--- src/rtl/serial_adder_pkg.sv ---
// Shared definitions for the bit-serial adder controller: FSM state type and
// the counter sizing helper.
package serial_adder_pkg;

  typedef enum logic [1:0] {
    IDLE = 2'd0,
    ADD  = 2'd1,
    DONE = 2'd2
  } state_e;

  // Wide enough to hold WIDTH itself, so the final increment never wraps.
  function automatic int unsigned cnt_width(input int unsigned width);
    return $clog2(width + 1);
  endfunction

endpackage

--- src/rtl/full_adder.sv ---
// One-bit full adder: abc_i[0]=A bit, abc_i[1]=B bit, abc_i[2]=carry in.
module full_adder (
  input  logic [2:0] abc_i,
  output logic       sum_o,
  output logic       carry_o
);

  assign sum_o   = ^abc_i;
  assign carry_o = (abc_i[0] & abc_i[1]) | (abc_i[2] & (abc_i[0] ^ abc_i[1]));

endmodule

--- src/rtl/serial_adder_ctrl.sv ---
// Bit-serial adder: {cout_o,sum_o} = a + b + cin, one bit per clock, LSB first,
// through a single full_adder. Results are published only on entry to DONE.
module serial_adder_ctrl
  import serial_adder_pkg::*;
#(
  parameter int unsigned WIDTH = 8
) (
  input  logic             clk_i,
  input  logic             rst_i,
  input  logic             start_i,
  input  logic [WIDTH-1:0] a_i,
  input  logic [WIDTH-1:0] b_i,
  input  logic             cin_i,
  output logic             ready_o,
  output logic             busy_o,
  output logic             done_o,
  output logic [WIDTH-1:0] sum_o,
  output logic             cout_o
);

  localparam int unsigned    CW       = cnt_width(WIDTH);
  localparam logic [CW-1:0] CNT_LAST = CW'(WIDTH - 1);

  state_e           state_q, state_d;
  logic [CW-1:0]    cnt_q, cnt_d;
  logic             carry_q, carry_d;
  logic [WIDTH-1:0] a_q, a_d;
  logic [WIDTH-1:0] b_q, b_d;
  logic [WIDTH-1:0] res_q, res_d;
  logic [WIDTH-1:0] sum_q, sum_d;
  logic             cout_q, cout_d;
  logic [WIDTH:0]   res_ext;
  logic             fa_sum, fa_carry;

  full_adder u_fa (
    .abc_i  ({carry_q, b_q[0], a_q[0]}),
    .sum_o  (fa_sum),
    .carry_o(fa_carry)
  );

  always_ff @(posedge clk_i) begin
    if (rst_i) begin
      state_q <= IDLE;
      cnt_q   <= '0;
      carry_q <= 1'b0;
      a_q     <= '0;
      b_q     <= '0;
      res_q   <= '0;
      sum_q   <= '0;
      cout_q  <= 1'b0;
    end else begin
      state_q <= state_d;
      cnt_q   <= cnt_d;
      carry_q <= carry_d;
      a_q     <= a_d;
      b_q     <= b_d;
      res_q   <= res_d;
      sum_q   <= sum_d;
      cout_q  <= cout_d;
    end
  end

  always_comb begin
    state_d = state_q;
    cnt_d   = cnt_q;
    carry_d = carry_q;
    a_d     = a_q;
    b_d     = b_q;
    res_d   = res_q;
    sum_d   = sum_q;
    cout_d  = cout_q;
    ready_o = 1'b0;
    busy_o  = 1'b0;
    done_o  = 1'b0;
    // Extended by one bit so the MSB-side shift also works for WIDTH=1.
    res_ext = {fa_sum, res_q};

    unique case (state_q)
      IDLE: begin
        ready_o = 1'b1;
        if (start_i) begin
          state_d = ADD;
          a_d     = a_i;
          b_d     = b_i;
          carry_d = cin_i;
          cnt_d   = '0;
        end
      end
      ADD: begin
        busy_o  = 1'b1;
        res_d   = res_ext[WIDTH:1];
        a_d     = a_q >> 1;
        b_d     = b_q >> 1;
        carry_d = fa_carry;
        cnt_d   = cnt_q + CW'(1);
        if (cnt_q == CNT_LAST) begin
          state_d = DONE;
          sum_d   = res_ext[WIDTH:1];
          cout_d  = fa_carry;
        end
      end
      DONE: begin
        done_o  = 1'b1;
        state_d = IDLE;
      end
      default: state_d = IDLE;
    endcase

    if (rst_i) begin
      ready_o = 1'b1;
      busy_o  = 1'b0;
      done_o  = 1'b0;
    end
  end

  assign sum_o  = sum_q;
  assign cout_o = cout_q;

endmodule

--- config.mk ---
export PLATFORM = sky130hd
export DESIGN_NAME = serial_adder_ctrl
export DESIGN_NICKNAME = d
export VERILOG_FILES = /design/src/rtl/serial_adder_pkg.sv /design/src/rtl/full_adder.sv /design/src/rtl/serial_adder_ctrl.sv
export SDC_FILE = /design/constraint.sdc
export NUM_CORES = 1
export LEC_CHECK = 0
export CORE_MARGIN = 2
export CORE_UTILIZATION = 35
export DETAILED_ROUTE_END_ITERATION = 8
export GPL_TIMING_DRIVEN = 0
export REMOVE_ABC_BUFFERS = 1
export SLEW_MARGIN = 20
export SYNTH_ARGS = -nofsm -noshare
export SYNTH_HDL_FRONTEND = slang
export SYNTH_SLANG_ARGS = --single-unit
--- constraint.sdc ---
create_clock -name clk_i -period 1.1 [get_ports clk_i]
set_clock_uncertainty 0.1 [all_clocks]
set_input_delay 0.22 -clock clk_i [delete_from_list [all_inputs] [get_ports clk_i]]
set_output_delay 0.22 -clock clk_i [all_outputs]
set_load 0.01 [all_outputs]
==> results.json <==
{
  "status": "finished with violations",
  "violations": "negative setup slack",
  "dp_slack_ns": -1.16,
  "dr_wl_met2_um": 2030,
  "dieHeight_um": 73.3,
  "worstMarginPinSlew_ns": 0.544,
  "met3_length_um": 211,
  "drive_above_1_share_pct": 39.7,
  "rsz0062_at_grt": "yes",
  "syn_to_final_growth_pct": 45.8,
  "routabilityCongestion": 0.688,
  "crit_path_end_kind": "flip-flop",
  "wire_per_inst_um": 14.6,
  "clk_pin_slew_ns": 0.08,
  "ios": 32,
  "cts_sinks": 39,
  "synthFlopType": "dfxtp_1",
  "worstPathArrival_ns": 1.60,
  "drc": 0,
  "synth_edf_count": 0,
  "fp.coreArea_um2": 4690,
  "portBuffers": 31,
  "antenna_found_initial": 0,
  "htree_levels": 2,
  "cp-start-kind": "flip-flop",
  "cp_cell_sequence": "buf_6, buf_8, nor4b_4, and2_1, a221o_1",
  "crit_family": "simple AND/OR/NAND/NOR gates",
  "path_max_fanout": 6,
  "numCtsBuffers": 5,
  "grt_max_degree": 47,
  "first_pass_iters": 4,
  "n_fill_cell": 438,
  "hold_viol_final": 0,
  "synth_seq_cells": 39,
  "holdWs_ns": 0.293,
  "final_antenna_net_count": 0,
  "period_minus_slack_ns": 1.45,
  "cp_slowest_stage_delay_ns": 0.39,
  "synth_async_sr_flop_share_pct": 0,
  "start_util_pct": 35.9,
  "grt_pass1_wl_um": 6420,
  "yosysWarningCount": 0,
  "nets": 250,
  "fin_crit_sh_pct": 132,
  "clk_path_buf_depth": 2,
  "grt_overflow": 0,
  "cp.required_ns": 1.25,
  "powerDensity_nw_per_um2": 1470,
  "vias_per_cell": 5.24,
  "drtIter0Drc": 76,
  "wl_um": 4120,
  "diodes": 0,
  "drv_slew": 0,
  "place_hpwl_um": 2100,
  "critPathBufInv": 2,
  "setup_viol": 42,
  "syn_avg_cell_area_um2": 9.25,
  "p_leak_nw": 0.911,
  "mappedNetlistArea_um2": 1680,
  "rows": 25,
  "dr.max_layer_used": "met4",
  "fp.dieArea_um2": 5380,
  "syn-instance-count": 182,
  "critPathSlowestCell": "nor4b_4",
  "cts_tree": "done",
  "vias": 1484,
  "min_path_type": "input port to flip-flop",
  "fmaxAchievable_mhz": 689,
  "wl_met1_um": 1860,
  "slew_headroom_pct": 63.7,
  "grt_pass1_vias": 1315,
  "clk_latency_ns": 0.30,
  "seq_area_frac_synth_pct": 46.4,
  "ir_drop_mv": 0.908,
  "fp.dieW_um": 73.3,
  "finalWorstSetupSlack_ns": -0.352,
  "root_buffer": "clkbuf_8",
  "grt_use_total_pct": 15.7,
  "critPathKind": "flip-flop to flip-flop",
  "max_cap_viol_count": 0,
  "netlist-cell-type-count": 32
}
## sequential cells by signal, summed over array words and instances, names as in the netlist
name and cells:
res_q 7, sum_o 8, a_q 8, state_q 2
b_q 8, cnt_q 4, carry_q 1, cout_o 1
## layout make-up
class	instances	area [um^2]	area share [%]
clock buffers	5	68.8	2.80
clock inverters	3	67.6	2.75
inverters	3	18.8	0.765
multi-input cells	127	982	40.0
flip-flops and latches	39	801	32.6
well taps	54	67.6	2.75
repair buffers	51	440	18.0
repair inverters	1	7.51	0.306
## what timing repair did
action,4_1_cts,5_1_grt
resized for setup,95,25
hold buffers,0,0
buffers inserted,17,2
endpoints found under the setup margin,51,42
gates cloned,3,0
pin swaps,20,15
## per-layer routing
metal / vias to the layer above / global-route usage (%)
met5: - / 0
met2: 37 / 24.9
met4: 0 / 6.06
li1: 735 / -
met3: 4 / 3.29
met1: 708 / 21.0
## where the power goes
part	switching [W]	internal (W)
Sequential	0.0000612	0.00149
Clock	0.000544	0.000905
Combinational	0.000283	0.000320
## stage by stage
stage                     TNS (ns)  cells  area, um^2  total power [W]  util, %
after floorplan             -12.82    168        1600          0.00179        -
after global placement      -49.90    253        1980          0.00196     42.2
after detailed placement    -31.70    253        1970          0.00196     42.1
after CTS                    -9.35    281        2330          0.00354     49.8
after global routing        -12.24    283        2450          0.00373     52.3
final                       -10.16    283        2450          0.00360     52.3
## placed cells by master (no fill, tap or decap), drive strengths merged
master          n
dlygate4sd2     1
o2bb2ai         5
and4            2
and3            1
nor2           21
nand3           2
a211oi         13
and2b           1
nand2          17
a22o            3
o22ai           7
o21ba           1
fa              1
clkdlybuf4s50  17
dfxtp          39
clkbuf          5
a221o           3
nor3            1
mux2i           9
buf            33
and2            3
o32a            1
ha              1
nor4b           1
a21oi           9
o22a            1
o21bai          1
nor2b           1
a21o            1
bufinv          2
nand2b         21
clkinvlp        4
inv             1
## cells in the mapped netlist, types with 2 or more instances
master / number / area share (%)
dfxtp_1: 39 / 46
nand2b_1: 21 / 7.8
nor2_1: 19 / 4.2
nand2_1: 17 / 3.8
a211oi_1: 13 / 5.8
a21oi_1: 9 / 2.7
mux2i_1: 9 / 5.4
o22ai_1: 7 / 2.6
buf_2: 5 / 1.5
clkbuf_1: 5 / 1.1
o2bb2ai_1: 5 / 2.6
a221o_1: 3 / 1.8
a22o_1: 3 / 1.6
and2_1: 3 / 1.1
inv_1: 3 / 0.67
buf_4: 2 / 0.89
buf_6: 2 / 1.3
nand3_1: 2 / 0.59
nor2_2: 2 / 0.74
## path summary, 6_finish.rpt
| path | from | to | cells past startpoint | slack [ns] |
|---|---|---|---|---|
| worst max register to register | state_q[0] | b_q[0] | 5 | -0.35 |
| worst min-delay path | rst_i | res_q[3] | 2 | 0.29 |
| worst max-delay path | state_q[0] | b_q[0] | 5 | -0.35 |
| worst min register to register | res_q[1] | sum_o[0] | 2 | 0.37 |
## cells by family after synthesis
group | count (synthesis) | synth area share, %
AOI/OAI and AO/OA | 45 | 19.6
adders and majority gates | 2 | 1.93
and+or+nand+nor | 70 | 21.2
buffers and inverters | 17 | 5.50
muxes | 9 | 5.35
DFF | 39 | 46.4
Power figures use the tool's default switching activity.
